===== src/rtl/inst_prefetch_buf_if.sv =====
// Instruction-memory port between the prefetch buffer (master) and memory (slave).
// Requests use a valid/ready handshake; responses are in order and always accepted.
interface inst_prefetch_buf_if;
    logic        imem_req_vld;
    logic        imem_req_rdy;
    logic [31:0] imem_req_addr;
    logic        imem_rsp_vld;
    logic [31:0] imem_rsp_data;

    modport master (
        output imem_req_vld,
        output imem_req_addr,
        input  imem_req_rdy,
        input  imem_rsp_vld,
        input  imem_rsp_data
    );

    modport slave (
        input  imem_req_vld,
        input  imem_req_addr,
        output imem_req_rdy,
        output imem_rsp_vld,
        output imem_rsp_data
    );
endinterface


===== src/rtl/inst_prefetch_buf.sv =====
// Decoupled RV32 instruction-fetch front end: credit-limited requests, in-order
// prefetch FIFO feeding decode, and jump redirect that squashes in-flight responses.
module inst_prefetch_buf #(
    parameter int unsigned DEPTH    = 4,
    parameter logic [31:0] RESET_PC = 32'h0000_0000,
    parameter logic [31:0] NOP_INST = 32'h0000_0013
) (
    input  logic                     clk,
    input  logic                     asrst_n,
    input  logic                     hold,
    input  logic                     jmp_vld,
    input  logic [31:0]              jmp_addr,
    inst_prefetch_buf_if.master      imem,
    output logic                     IF_vld,
    output logic [31:0]              IF_pc,
    output logic [31:0]              IF_inst,
    output logic [$clog2(DEPTH):0]   IF_level
);

    localparam int unsigned AW = $clog2(DEPTH);
    localparam int unsigned CW = AW + 1;

    typedef struct packed {
        logic [31:0] pc;
        logic [31:0] inst;
    } fetch_entry_t;

    logic [31:0]   fetch_pc;
    logic [CW-1:0] outstanding;
    logic [CW-1:0] drop_cnt;
    logic [CW-1:0] level;
    logic [AW-1:0] pcq_wr;
    logic [AW-1:0] pcq_rd;
    logic [AW-1:0] fifo_wr;
    logic [AW-1:0] fifo_rd;
    logic [31:0]   pcq_mem  [DEPTH];
    fetch_entry_t  fifo_mem [DEPTH];

    logic credit_ok;
    logic req_fire;
    logic rsp_fire;
    logic push;
    logic pop;

    // Credits cover both in-flight requests and already-buffered entries, so a push never finds the FIFO full.
    always_comb begin
        credit_ok          = ((CW+1)'(outstanding) + (CW+1)'(level)) < (CW+1)'(DEPTH);
        imem.imem_req_vld  = asrst_n && !jmp_vld && credit_ok;
        imem.imem_req_addr = fetch_pc;
        req_fire           = imem.imem_req_vld && imem.imem_req_rdy;
        rsp_fire           = imem.imem_rsp_vld;
        push               = rsp_fire && (drop_cnt == '0) && !jmp_vld;
        pop                = IF_vld && !hold && !jmp_vld;
    end

    // Show-ahead head of the FIFO; NOP is presented while empty.
    always_comb begin
        IF_vld   = (level != '0);
        IF_pc    = 32'h0;
        IF_inst  = NOP_INST;
        IF_level = level;
        if (IF_vld) begin
            IF_pc   = fifo_mem[fifo_rd].pc;
            IF_inst = fifo_mem[fifo_rd].inst;
        end
    end

    always_ff @(posedge clk or negedge asrst_n) begin
        if (!asrst_n) begin
            fetch_pc    <= RESET_PC;
            outstanding <= '0;
            drop_cnt    <= '0;
            level       <= '0;
            pcq_wr      <= '0;
            pcq_rd      <= '0;
            fifo_wr     <= '0;
            fifo_rd     <= '0;
        end else begin
            if (jmp_vld) begin
                fetch_pc <= jmp_addr & 32'hFFFF_FFFC;
            end else if (req_fire) begin
                fetch_pc <= fetch_pc + 32'd4;
            end

            if (req_fire) pcq_wr <= pcq_wr + AW'(1);
            if (rsp_fire) pcq_rd <= pcq_rd + AW'(1);

            outstanding <= outstanding + CW'(req_fire) - CW'(rsp_fire);

            // A response in the jump cycle is itself squashed, so it is not counted again.
            if (jmp_vld) begin
                drop_cnt <= outstanding - CW'(rsp_fire);
            end else if (rsp_fire && (drop_cnt != '0)) begin
                drop_cnt <= drop_cnt - CW'(1);
            end

            if (jmp_vld) begin
                fifo_wr <= '0;
                fifo_rd <= '0;
                level   <= '0;
            end else begin
                if (push) fifo_wr <= fifo_wr + AW'(1);
                if (pop)  fifo_rd <= fifo_rd + AW'(1);
                level <= level + CW'(push) - CW'(pop);
            end
        end
    end

    // Storage arrays need no reset: contents are only visible behind valid pointers.
    always_ff @(posedge clk) begin
        if (req_fire) pcq_mem[pcq_wr] <= fetch_pc;
        if (push)     fifo_mem[fifo_wr] <= '{pc: pcq_mem[pcq_rd], inst: imem.imem_rsp_data};
    end

endmodule


===== src/flat_wrapper.sv =====
// flat-port wrapper written by rule: the top's interface ports become plain ports
module inst_prefetch_buf_flat 
#(
    parameter int unsigned DEPTH    = 4,
    parameter logic [31:0] RESET_PC = 32'h0000_0000,
    parameter logic [31:0] NOP_INST = 32'h0000_0013
)
  (clk, asrst_n, hold, jmp_vld, jmp_addr, IF_vld, IF_pc, IF_inst, IF_level, imem_imem_req_vld, imem_imem_req_addr, imem_imem_req_rdy, imem_imem_rsp_vld, imem_imem_rsp_data);
  inst_prefetch_buf_if imem_i ();
  input  logic clk;
  input  logic asrst_n;
  input  logic hold;
  input  logic jmp_vld;
  input  logic [31:0] jmp_addr;
  output logic IF_vld;
  output logic [31:0] IF_pc;
  output logic [31:0] IF_inst;
  output logic [$clog2(DEPTH):0] IF_level;
  output wire logic [$bits(imem_i.imem_req_vld)-1:0] imem_imem_req_vld;
  output wire logic [$bits(imem_i.imem_req_addr)-1:0] imem_imem_req_addr;
  input wire logic [$bits(imem_i.imem_req_rdy)-1:0] imem_imem_req_rdy;
  input wire logic [$bits(imem_i.imem_rsp_vld)-1:0] imem_imem_rsp_vld;
  input wire logic [$bits(imem_i.imem_rsp_data)-1:0] imem_imem_rsp_data;
  assign imem_imem_req_vld = imem_i.imem_req_vld;
  assign imem_imem_req_addr = imem_i.imem_req_addr;
  assign imem_i.imem_req_rdy = imem_imem_req_rdy;
  assign imem_i.imem_rsp_vld = imem_imem_rsp_vld;
  assign imem_i.imem_rsp_data = imem_imem_rsp_data;
  inst_prefetch_buf #(.DEPTH(DEPTH), .RESET_PC(RESET_PC), .NOP_INST(NOP_INST)) u_core (.clk(clk), .asrst_n(asrst_n), .hold(hold), .jmp_vld(jmp_vld), .jmp_addr(jmp_addr), .imem(imem_i), .IF_vld(IF_vld), .IF_pc(IF_pc), .IF_inst(IF_inst), .IF_level(IF_level));
endmodule

===== config.mk =====
export PLATFORM = sky130hd
export DESIGN_NAME = inst_prefetch_buf_flat
export DESIGN_NICKNAME = d
export VERILOG_FILES = /design/src/rtl/inst_prefetch_buf_if.sv /design/src/rtl/inst_prefetch_buf.sv /design/src/flat_wrapper.sv
export SDC_FILE = /design/constraint.sdc
export NUM_CORES = 1
export LEC_CHECK = 0
export BUFFER_PORTS_ARGS = -buffer_cell sky130_fd_sc_hd__buf_2
export CAP_MARGIN = 20
export CORE_ASPECT_RATIO = 0.9
export CORE_MARGIN = 3
export CORE_UTILIZATION = 36
export DETAILED_ROUTE_END_ITERATION = 10
export PLACE_DENSITY = 0.62
export REMOVE_ABC_BUFFERS = 1
export SLEW_MARGIN = 15
export SYNTH_ARGS = -nofsm -noshare
export SYNTH_HDL_FRONTEND = slang
export SYNTH_SLANG_ARGS = --single-unit

===== constraint.sdc =====
create_clock -name clk -period 2.6 [get_ports clk]
set_input_delay 0.52 -clock clk [delete_from_list [all_inputs] [get_ports clk]]
set_output_delay 0.52 -clock clk [all_outputs]
set_load 0.02 [all_outputs]

After elaboration in Yosys (flattened, before gate mapping)

Memory sizes are Yosys's and may differ from the RTL's.
Cells that the tools add are included.

Output and inout port bits: 101
Bits in writable memories: 384
Word-level logic and storage cells: 55
Memories kept: 2
Bits in registers: 49
Input bits: 70

Memories:

| name            | depth | bits a word | rd ports | clocked after Yosys merged registers in | write ports | line                    | text |
|---|---|---|---|---|---|---|---|
| u_core.fifo_mem | 4     | 64          | 1        | 0                                       | 1           | inst_prefetch_buf.sv:37 | `fetch_entry_t fifo_mem [DEPTH];` |
| u_core.pcq_mem  | 4     | 32          | 1        | 0                                       | 1           | inst_prefetch_buf.sv:36 | `logic [31:0] pcq_mem [DEPTH];` |

$add $sub $neg: 12
Reductions and logical operators: 17
Order comparisons: 1
Mux-type cells: 15

Operator list:

| operator                                                                      | count |
|---|---|
| 32-bit two-way mux                                                            | 4 |
| 32-bit by 3-bit adder with 32-bit output (second input constant)              | 1 |
| 3-bit two-way mux                                                             | 3 |
| 3-bit by 1-bit subtractor with 3-bit output                                   | 3 |
| 2-bit by 1-bit adder with 2-bit output (second input constant)                | 4 |
| 1-bit logical AND                                                             | 8 |
| 2-bit two-way mux                                                             | 4 |
| 2-bit nonzero test                                                            | 4 |
| 3-bit by 1-bit adder with 3-bit output                                        | 2 |
| 3-bit nonzero test                                                            | 2 |
| 3-bit by 3-bit adder with 4-bit output                                        | 1 |
| 4-bit by 3-bit less-than comparator with 1-bit output (second input constant) | 1 |
| 1-bit two-way mux                                                             | 4 |
| 3-bit logical NOT                                                             | 1 |
| 3-bit by 1-bit subtractor with 3-bit output (second input constant)           | 1 |
| 1-bit logical NOT                                                             | 2 |

Logic depth before layout (Yosys ltp)

Gate-level depths: netlist (run 1).

Depth in word-level cells: 6
Mapped depth: 12

Least setup slack after synthesis (run 1)

OpenSTA, ideal clock, no wires.

Path kind: flip-flop to flip-flop
Start point: reg u_core.level[2], in the netlist u_core.IF_level[2]
End point: mem u_core.pcq_mem[1][10], enable pin
Period minus slack after synthesis: 2.921 ns
Library setup time: 0.390 ns
Required time: 2.210 ns
Data arrival time: 2.531 ns
Cell stages (with the launch flop): 8
Path slack: -0.321 ns
Buffers on the path: 2
Cell sequence: dfrtp_1 ha_1 nor4b_4 nand4_2 inv_1 buf_2 buf_2 and2_1

Longest elaborated chain between the ends: 6

RTL lines:

| item                                                  | line                     | text |
|---|---|---|
| from (decl)                                           | inst_prefetch_buf.sv:31  | `logic [CW-1:0] level;` |
| from (signal assigned)                                | inst_prefetch_buf.sv:104 | `level <= level + CW'(push) - CW'(pop);` |
| 3-bit by 3-bit adder with 4-bit output                | inst_prefetch_buf.sv:47  | `credit_ok = ((CW+1)'(outstanding) + (CW+1)'(level)) < (CW+1)'(DEPTH);` |
| 4-bit by 3-bit less-than comparator with 1-bit output | inst_prefetch_buf.sv:47  |  |
| 1-bit logical AND                                     | inst_prefetch_buf.sv:48  | `imem.imem_req_vld = asrst_n && !jmp_vld && credit_ok;` |
| 1-bit logical AND                                     | inst_prefetch_buf.sv:50  | `req_fire = imem.imem_req_vld && imem.imem_req_rdy;` |
| via u_core.req_fire                                   | inst_prefetch_buf.sv:40  | `logic req_fire;` |
| 1-bit two-way mux                                     | inst_prefetch_buf.sv:111 | `if (req_fire) pcq_mem[pcq_wr] <= fetch_pc;` |
| 1-bit two-way mux (implied by the code)               | inst_prefetch_buf.sv:111 |  |
| to (decl)                                             | inst_prefetch_buf.sv:36  |  |

The timed path passes the listed nets, and every way through them passes these cells.

Worst setup path after layout (run 1)

Start point: reg u_core.fifo_rd[0]
End point: out IF_pc[9]

Longest elaborated chain between the ends: 2

RTL lines:

| item                   | line                     | text |
|---|---|---|
| from (decl)            | inst_prefetch_buf.sv:35  | `logic [AW-1:0] fifo_rd;` |
| from (signal assigned) | inst_prefetch_buf.sv:103 | `if (pop) fifo_rd <= fifo_rd + AW'(1);` |
| memory 4 x 64 bit      | --                       |  |
| 32-bit two-way mux     | inst_prefetch_buf.sv:62  | `if (IF_vld) begin` |
| to (decl)              | flat_wrapper.sv:16       | `output logic [31:0] IF_pc;` |

Every way passes these cells.

==> flow_metrics.py, run 1 <==
metrics = {
    "run_status": {
        "status": "finished, violations left",
        "violations": "setup timing",
    },
    "cts": {
        "clk_latency_ns": 0.56,
        "clkTransAtPathRegs_ns": 0.06,
        "hold_buffers": 0,
        "clock_sinks": 415,
        "numCtsBuffers": 43,
        "h-tree-depth": 2,
        "cts_tree": "yes",
        "clock_path_buffers": 3,
        "cts_root_buf": "clkbuf_16",
    },
    "global_route": {
        "gr-total-overflow": 0,
        "grt_max_degree": 67,
        "antenna_found_initial": 0,
        "grt_pass1_vias": 9146,
        "use_met3_pct": 2.57,
        "grt_pass1_wl_um": 57200,
        "track_usage_pct": 15.6,
        "use_met1_pct": 22.2,
        "top_usage_layer": "met2",
        "use_met2_pct": 24.9,
    },
    "routing": {
        "drtIter0Drc": 592,
        "drc": 0,
        "via_count": 8992,
        "wl_um": 38700,
        "firstDrtPassIters": 4,
        "via_per_inst": 5.10,
        "ant_nets": 0,
        "wl_per_cell_um": 22.0,
    },
    "worst_setup_path": {
        "cp_max_fo": 5,
        "startpoint": "u_core.fifo_rd[0]",
        "worstReg2RegStart": "u_core.IF_level[2]",
        "rrSetupSlack_ns": 0.17,
        "cp-endpoint": "IF_pc[9]",
        "cp.required_ns": 2.08,
        "worstRegToRegCells": 6,
        "startpoint_type": "flop",
        "worstSetupPathType": "flop to output port",
        "endpoint_kind": "output port",
        "r2r-end": "u_core.imem.imem_req_addr[22]",
        "cp.arrival_ns": 2.25,
    },
    "timing": {
        "rsz0062_at_grt": "true",
        "fin_crit_sh_pct": 107,
        "fmax_mhz": 361,
        "setup_violations": 62,
        "worst_slew_pin_slew_ns": 1.08,
        "final.setup.worst_slack_ns": -0.174,
        "final_hold_viol_count": 0,
        "slew_viol_final": 0,
        "relSlewSlack_pct": 27.4,
        "skew_ns": 0.0192,
        "fin_crit_ns": 2.77,
    },
    "floorplan": {
        "coreArea_um2": 45600,
        "initial_core_util_pct": 36.7,
        "dieArea_um2": 49100,
        "rows": 74,
        "die_h_um": 211,
        "io_pins": 171,
        "die_w_um": 233,
    },
    "yosys": {
        "synth_area_leaders": "edfxtp_1 66%, mux4_2 12%, dfrtp_1 7.0%, nor2b_1 2.3%, ha_1 1.4%",
        "synth-compound-area-share_pct": 2.82,
        "ys_warn_count": 0,
        "yosysTopAreaCell": "edfxtp_1",
        "synth-xor-area-share_pct": 0.628,
        "synth_top_cell_area_share_pct": 66.0,
        "ys.flop_type": "edfxtp_1",
        "ys_seq_elements": 415,
        "synthCells": 885,
        "postSynthAreaPerCell_um2": 18.9,
        "synth.distinct_cells": 55,
        "synthMuxAreaShare_pct": 12.7,
        "synth-simple-area-share_pct": 7.27,
        "syn_area_um2": 16700,
        "synth_top_family_by_area": "multiplexers",
        "synth_edf_count": 368,
        "synthArstFlopShare_pct": 11.3,
        "yosysSeqAreaShare_pct": 73.1,
        "synth-adder-area-share_pct": 1.66,
    },
    "power": {
        "p_seq_share_pct": 39.8,
        "peakVddDrop_uv": 551,
        "power_frac_comb_pct": 30.4,
        "switchingPower_mw": 6.30,
        "swShare_pct": 29.8,
        "p_int_mw": 14.8,
        "total_leakage_power_nw": 7.30,
        "pwr_density_cell_nw_per_um2": 1010,
        "clock_power_share_pct": 29.8,
    },
    "final_layout": {
        "syn2layout_area_growth_pct": 25.0,
        "drive_above_1_share_pct": 37.2,
        "layout_common_cells": "368 x edfxtp_1, 126 x buf_2, 92 x mux4_2",
        "nets": 1216,
        "final_cell_area_um2": 20900,
        "final_common_cell": "edfxtp_1",
    },
    "job": {
        "cap_violations": 0,
    },
    "place": {
        "place_ws_ns": 0.103,
        "dp_hpwl_um": 24200,
        "gp_congestion": 0.798,
        "placed_area_um2": 18800,
        "port_buffers": 164,
    },
    "min_path": {
        "hp-class": "input port to asynchronous set/reset pin",
    },
}
-- worst min-delay path by stage --
stage | from | endpoint | slack [ns]
CTS | asrst_n | u_core.pcq_wr[1] | 0.11
global route | asrst_n | u_core.IF_level[1] | 0.15
finish | asrst_n | u_core.IF_level[1] | 0.12
detailed placement | u_core.pcq_rd[1] | u_core.pcq_rd[1] | 0.50
floorplan | asrst_n | u_core.IF_level[0] | 0.22
global placement | u_core.pcq_rd[1] | u_core.pcq_rd[1] | 0.50
-- Yosys cell counts (5+ instances only) --
cell,instances
xnor2_1,8
a21o_1,8
nor4_1,11
mux4_2,92
nor2_1,8
clkbuf_1,24
edfxtp_1,368
dfrtp_1,47
nand4_1,14
ha_1,19
a22oi_1,6
inv_1,23
nor3_1,12
nand3_1,21
or4_1,9
a221o_1,10
buf_1,5
nand2_1,32
o211ai_1,9
and2_1,10
or3_1,5
buf_2,14
nor2b_1,62
-- kinds of logic after synthesis --
kind of cell / count (synthesis)
DFF: 415
and+or+nand+nor: 207
muxes: 97
buffers and inverters: 72
AOI/OAI and AO/OA: 60
adders and majority gates: 21
xor gates and xnor gates: 12
other: 1
-- critical path: stages (launching register included) --
cell and delay (ns):
dfrtp_4 0.54, buf_6 0.17, clkbuf_16 0.16, buf_6 0.11
mux4_2 0.41, nor2b_1 0.15, buf_4 0.17
-- through the flow --
stage	hold slack [ns]	power [mW]	setup TNS (ns)	util, %	cells
CTS	0.112	20.9	-11.10	45.3	1757
detailed placement	0.504	13.8	0	41.1	1664
global route	0.151	22.1	-10.08	45.8	1762
finish	0.119	21.1	-5.72	45.8	1763
floorplan	0.224	11.3	-345.86	-	840
global placement	0.501	13.8	0	41.1	1664
-- layout make-up --
class / instances / area (um2)
flip-flops and latches: 415 / 12200
multi-input cells: 401 / 4370
fillers: 3883 / 24700
clock inverters: 23 / 324
inverters: 24 / 90.1
well taps: 608 / 761
repair buffers: 240 / 2040
diodes: 1 / 2.50
clock buffers: 51 / 1110
-- power groups by stage --
stage	Combinational [mW]	Clock, mW	Sequential, mW
global placement	5.23	0	8.52
detailed placement	5.30	0	8.55
finish	6.41	6.29	8.40
global route	6.93	6.74	8.45
CTS	6.04	6.46	8.40
floorplan	2.44	0	8.85
-- registers in the layout, indices dropped and copies added, names as in the netlist --
name	flops
u_core.pcq_mem	120
u_core.imem.imem_req_addr	30
u_core.pcq_rd	2
u_core.drop_cnt	3
u_core.IF_level	3
u_core.pcq_wr	2
u_core.fifo_mem	248
u_core.fifo_rd	2
u_core.outstanding	3
u_core.fifo_wr	2
-- layer usage --
metal | vias up | share of wire (%)
li1 | 4038 | -
met1 | 4631 | 45
met2 | 268 | 47
met3 | 55 | 5.8
met4 | 0 | 2.1
met5 | - | 0
-- what timing repair did --
action	4_1_cts	5_1_grt
gates resized for setup	56	61
pin swaps	0	2
endpoints found under the setup margin	62	75
gates cloned	3	3
setup buffers	16	4
(Power assumes the default switching activity.)
==> run 2, diff against run 1 <==
--- a/config.mk
+++ b/config.mk
@@ -5,13 +5,15 @@
 export SDC_FILE = /design/constraint.sdc
 export NUM_CORES = 1
 export LEC_CHECK = 0
-export BUFFER_PORTS_ARGS = -buffer_cell sky130_fd_sc_hd__buf_2
 export CAP_MARGIN = 20
+export CELL_PAD_IN_SITES_DETAIL_PLACEMENT = 0
+export CELL_PAD_IN_SITES_GLOBAL_PLACEMENT = 1
 export CORE_ASPECT_RATIO = 0.9
 export CORE_MARGIN = 3
 export CORE_UTILIZATION = 36
 export DETAILED_ROUTE_END_ITERATION = 10
-export PLACE_DENSITY = 0.62
+export DONT_BUFFER_PORTS = 1
+export PLACE_DENSITY = 0.65
 export REMOVE_ABC_BUFFERS = 1
 export SLEW_MARGIN = 15
 export SYNTH_ARGS = -nofsm -noshare
==> flow_metrics.py, run 2 (synthesis results as in run 1) <==
metrics = {
    "worst_setup_path": {
        "worstSetupPathType": "flop to output port",
        "cp.arrival_ns": 2.13,
        "cp.required_ns": 2.08,
        "startpoint_type": "flop",
        "r2r-end": "u_core.pcq_mem[2][20]",
        "cp_max_fo": 6,
        "rrSetupSlack_ns": 0.21,
        "slowest_stage": "dfrtp_4",
        "worstReg2RegStart": "u_core.outstanding[2]",
        "worst_path_largest_cell_delay_ns": 0.50,
        "crit_chain": "buf_12 -> buf_16 -> mux4_2 -> nor2b_4 -> buf_6",
        "worstRegToRegCells": 6,
        "startpoint": "u_core.fifo_rd[0]",
        "endpoint_kind": "output port",
    },
    "timing": {
        "final_hold_viol_count": 0,
        "worst_slew_pin_slew_ns": 0.645,
        "fmax_mhz": 377,
        "setup_violations": 29,
        "tns_ns": -0.723,
        "whs_ns": 0.0406,
        "slew_viol_final": 0,
        "relSlewSlack_pct": 57.0,
        "fin_crit_ns": 2.65,
        "fin_crit_sh_pct": 102,
        "skew_ns": 0.0198,
        "rsz0062_at_grt": "true",
        "final.setup.worst_slack_ns": -0.0496,
    },
    "routing": {
        "drtIter0Drc": 699,
        "firstDrtPassIters": 5,
        "wl_per_cell_um": 24.1,
        "ant_nets": 0,
        "wl_um": 39400,
        "drc": 0,
        "via_count": 8643,
        "via_per_inst": 5.28,
    },
    "cts": {
        "clock_sinks": 415,
        "cts_tree": "yes",
        "h-tree-depth": 2,
        "clkTransAtPathRegs_ns": 0.06,
        "numCtsBuffers": 44,
        "clock_path_buffers": 3,
        "cts_root_buf": "clkbuf_16",
        "clk_latency_ns": 0.56,
    },
    "final_layout": {
        "largest_reg_flops": 248,
        "diodes": 0,
        "final_cell_area_um2": 20500,
        "drive_above_1_share_pct": 32.5,
        "layout.area.seq_um2": 12200,
        "regMostFlops": "u_core.fifo_mem",
        "layout_common_cells": "368 x edfxtp_1, 92 x mux4_2, 53 x buf_4",
        "final_common_cell": "edfxtp_1",
        "multi_input_area_um2": 4620,
        "syn2layout_area_growth_pct": 22.6,
        "n_fill_cell": 3885,
        "nets": 1087,
    },
    "place": {
        "dp_hpwl_um": 23800,
        "place_ws_ns": 0.151,
        "placed_area_um2": 18200,
        "gp_congestion": 0.739,
        "port_buffers": 0,
    },
    "min_path": {
        "holdPathEnd": "u_core.pcq_rd[0]",
        "min_from": "imem_imem_rsp_vld",
        "hp-class": "input port to flop",
        "whs_path_depth": 1,
    },
    "floorplan": {
        "initial_core_util_pct": 36.7,
        "coreArea_um2": 45600,
        "rows": 74,
        "die_w_um": 233,
        "dieArea_um2": 49100,
        "die_h_um": 211,
        "io_pins": 171,
    },
    "global_route": {
        "gr-total-overflow": 0,
        "antenna_found_initial": 0,
        "grt_pass1_wl_um": 56600,
        "track_usage_pct": 15.5,
        "grt_pass1_vias": 8781,
        "grt_max_degree": 67,
    },
    "power": {
        "total_leakage_power_nw": 6.88,
        "peakVddDrop_uv": 518,
        "pwr_density_cell_nw_per_um2": 1030,
    },
    "job": {
        "cap_violations": 0,
    },
    "run_status": {
        "violations": "setup timing",
        "status": "finished, violations left",
    },
}
-- run 2: changes by cell type in the layout (fill, tap and decap cells not counted), moves of 4 or more --
cell and change:
buf_6 -8, buf_2 -126, nor2b_4 +33, nor2b_1 -33, buf_12 -4
-- run 2: per-stage QoR --
step / util [%] / cells / power [mW]
after global routing: 44.9 / 1636 / 22.2
after CTS: 43.5 / 1625 / 20.0
final: 44.9 / 1636 / 21.2
after floorplan: - / 840 / 11.3
after global placement: 39.8 / 1532 / 13.4
after detailed placement: 39.8 / 1532 / 13.5
-- run 2: final cells by class --
type / instances / share of cell area (%)
sequential: 415 / 59.7
multi-input combinational: 401 / 22.5
timing repair buffer: 110 / 6.72
clock buffer: 55 / 5.62
tap: 608 / 3.71
clock inverter: 23 / 1.31
inverter: 24 / 0.458
-- run 2: what timing repair did --
action	4_1_cts	5_1_grt
resized for setup	9	128
setup endpoints to repair	53	66
pin swaps	0	2
hold buffers	3	0
endpoints found under the hold margin	54	0
setup buffers	9	7
gates cloned	3	5
-- run 2: routing by layer --
metal | wire length (um) | global-route usage [%]
met4 | 597 | 3.52
met3 | 2720 | 4.28
met2 | 18900 | 24.3
met5 | 0 | 0
met1 | 17300 | 21.6
-- run 2: critical path: cells and delay by family, from the launching register on --
family / cells / cell delay [ns]
mux: 1 / 0.47
buf+inv: 3 / 0.43
simple gates: 1 / 0.15
flops: 1 / 0.50
-- run 2: how the worst max path moves through the flow --
stage	end	depth (start not counted)	slack, ns
detailed placement	u_core.outstanding[2]	8	0.15
floorplan	u_core.IF_level[2]	10	-2.75
global route	IF_pc[27]	5	-0.11
global placement	u_core.outstanding[1]	8	0.16
finish	IF_pc[25]	5	-0.05
CTS	IF_inst[30]	5	-0.20
-- run 2: where the power goes --
group          total (mW)  switching (mW)  internal (mW)  leakage [nW]
logic                6.61            3.66           2.95          2.31
clock network        6.18            2.52           3.65         0.678
registers            8.40           0.371           8.03          3.89
total                21.2            6.56           14.6          6.88
==> run 3, diff against run 2 <==
--- a/config.mk
+++ b/config.mk
@@ -9,11 +9,11 @@
 export CELL_PAD_IN_SITES_DETAIL_PLACEMENT = 0
 export CELL_PAD_IN_SITES_GLOBAL_PLACEMENT = 1
 export CORE_ASPECT_RATIO = 0.9
-export CORE_MARGIN = 3
+export CORE_MARGIN = 2
 export CORE_UTILIZATION = 36
 export DETAILED_ROUTE_END_ITERATION = 10
 export DONT_BUFFER_PORTS = 1
-export PLACE_DENSITY = 0.65
+export PLACE_DENSITY = 0.62
 export REMOVE_ABC_BUFFERS = 1
 export SLEW_MARGIN = 15
 export SYNTH_ARGS = -nofsm -noshare
==> constraint.sdc (replaced) <==
create_clock -name clk -period 2.6 [get_ports clk]
set_input_delay 0.26 -clock clk [delete_from_list [all_inputs] [get_ports clk]]
set_output_delay 0.26 -clock clk [all_outputs]
set_load 0.02 [all_outputs]
==> flow_metrics.py, run 3 (synthesis results as in run 1) <==
metrics = {
    "cts": {
        "clkTransAtPathRegs_ns": 0.06,
        "clock_sinks": 415,
        "numCtsBuffers": 43,
        "cts_root_buf": "clkbuf_16",
        "clock_path_buffers": 3,
        "post_cts_buffers": 0,
        "h-tree-depth": 2,
        "cts_tree": "yes",
        "clk_latency_ns": 0.58,
    },
    "global_route": {
        "grt_max_degree": 67,
        "grt_pass1_vias": 8949,
        "gr-total-overflow": 0,
        "antenna_found_initial": 0,
        "track_usage_pct": 15.9,
        "grt_pass1_wl_um": 57300,
    },
    "routing": {
        "drc": 0,
        "dr_wl_met3_um": 2060,
        "drtIter0Drc": 717,
        "via_per_inst": 5.15,
        "topRoutingLayerUsed": "met4",
        "wl_um": 37800,
        "firstDrtPassIters": 5,
        "ant_nets": 0,
        "via_count": 8507,
        "wl_per_cell_um": 22.9,
        "routedLengthMet1_um": 17100,
        "route.met2.wl_um": 18000,
    },
    "final_layout": {
        "n_fill_cell": 4020,
        "nets": 1109,
        "layout_common_cells": "368 x edfxtp_1, 92 x mux4_2, 67 x dlygate4sd3_1",
        "drive_above_1_share_pct": 22.0,
        "layout.area.seq_um2": 12200,
        "multi_input_area_um2": 4230,
        "final_common_cell": "edfxtp_1",
        "syn2layout_area_growth_pct": 19.2,
        "diodes": 0,
        "regMostFlops": "u_core.fifo_mem",
        "largest_reg_flops": 248,
    },
    "floorplan": {
        "dieArea_um2": 48200,
        "die_h_um": 209,
        "initial_core_util_pct": 36.7,
        "coreArea_um2": 45600,
        "io_pins": 171,
        "rows": 74,
        "die_w_um": 231,
    },
    "timing": {
        "setup_violations": 0,
        "fin_crit_ns": 2.50,
        "skew_ns": 0.0201,
        "tns_ns": 0,
        "fmax_mhz": 400,
        "slew_viol_final": 0,
        "relSlewSlack_pct": 49.7,
        "whs_ns": 0.0450,
        "rsz0062_at_grt": "false",
        "final_hold_viol_count": 0,
        "fin_crit_sh_pct": 96.2,
        "worst_slew_pin_slew_ns": 0.753,
    },
    "worst_setup_path": {
        "crit_chain": "buf_12 -> mux4_2 -> nor2b_1",
        "path_delay_family": "simple AND/OR/NAND/NOR gates",
        "cp_max_fo": 21,
        "worstRegToRegCells": 8,
        "critPathBufInv": 1,
        "cp.arrival_ns": 2.24,
        "endpoint_kind": "output port",
        "worstSetupPathType": "flop to output port",
        "cp.depth": 3,
        "worst_path_largest_cell_delay_ns": 0.61,
        "startpoint_type": "flop",
        "cp.required_ns": 2.34,
        "slowest_stage": "nor2b_1",
    },
    "place": {
        "port_buffers": 0,
        "gp_congestion": 0.747,
        "dp_hpwl_um": 23500,
    },
    "run_status": {
        "status": "completed",
    },
    "power": {
        "pwr_density_cell_nw_per_um2": 946,
        "total_leakage_power_nw": 6.55,
        "p_total_mw": 18.9,
        "peakVddDrop_uv": 571,
    },
    "min_path": {
        "hp-class": "input port to flop",
        "whs_path_depth": 3,
    },
    "job": {
        "cap_violations": 0,
    },
}
run 3: changes by cell type in the layout (fill, tap and decap cells not counted), moves of 4 or more:
cell	delta
nor2b_1	+51
nor2b_4	-48
buf_6	-21
buf_12	-10
bufinv_16	-4
clkbuf_16	-4
buf_16	-4
dlygate4sd3_1	+65
clkinvlp_4	-5
run 3: worst paths after layout:
path	start	to	slack [ns]
worst min-delay path	imem_imem_rsp_vld	u_core.fifo_wr[0]	0.05
worst min register to register	u_core.pcq_rd[1]	u_core.pcq_rd[1]	0.47
min in group asynchronous	asrst_n	u_core.IF_level[1]	0.19
worst max register to register	u_core.outstanding[2]	u_core.outstanding[1]	0.22
max in group asynchronous	asrst_n	u_core.fifo_rd[0]	2.17
worst max-delay path	u_core.fifo_rd[0]	IF_pc[13]	0.1
run 3: area by class of cell:
cell class	count	area share, %
Clock inverter	18	0.746
Multi-Input combinational cell	401	21.2
Inverter	24	0.451
Timing Repair Buffer	133	6.87
Tap cell	608	3.81
Clock buffer	53	5.58
Sequential cell	415	61.3
run 3: through the flow:
step / utilization, % / setup WS (ns) / std cells / instance area (um2)
final: 43.7 / 0.0995 / 1652 / 20000
after floorplan: - / -2.75 / 840 / 16500
after global placement: 39.3 / 0.200 / 1512 / 18000
after detailed placement: 39.3 / 0.203 / 1512 / 18000
after global routing: 43.7 / 0.00621 / 1652 / 20000
after CTS: 43.7 / 0.00673 / 1652 / 19900
run 3: layer usage:
| metal | up-vias | GRT usage [%] |
|---|---|---|
| li1 | 3810 | - |
| met1 | 4442 | 22.5 |
| met2 | 211 | 25.1 |
| met3 | 44 | 2.97 |
| met4 | 0 | 4.47 |
| met5 | - | 0 |
run 3: tightest hold or removal path: cells and delay by family:
family | cells | cell delay, ns
and+or+nand+nor | 2 | 0.22
xor gates and xnor gates | 1 | 0.08
run 3: what timing repair did:
action                                 in CTS  in global routing
endpoints found under the hold margin     217                  0
resized for setup                           1                  2
setup endpoints to repair                   2                  1
hold buffers                               69                  0
run 3: where the power goes:
group	switching [mW]	total, mW	internal [mW]
combinational	3.01	4.87	1.86
clock	2.48	5.62	3.14
sequential	0.360	8.39	8.03
total	5.86	18.9	13.0
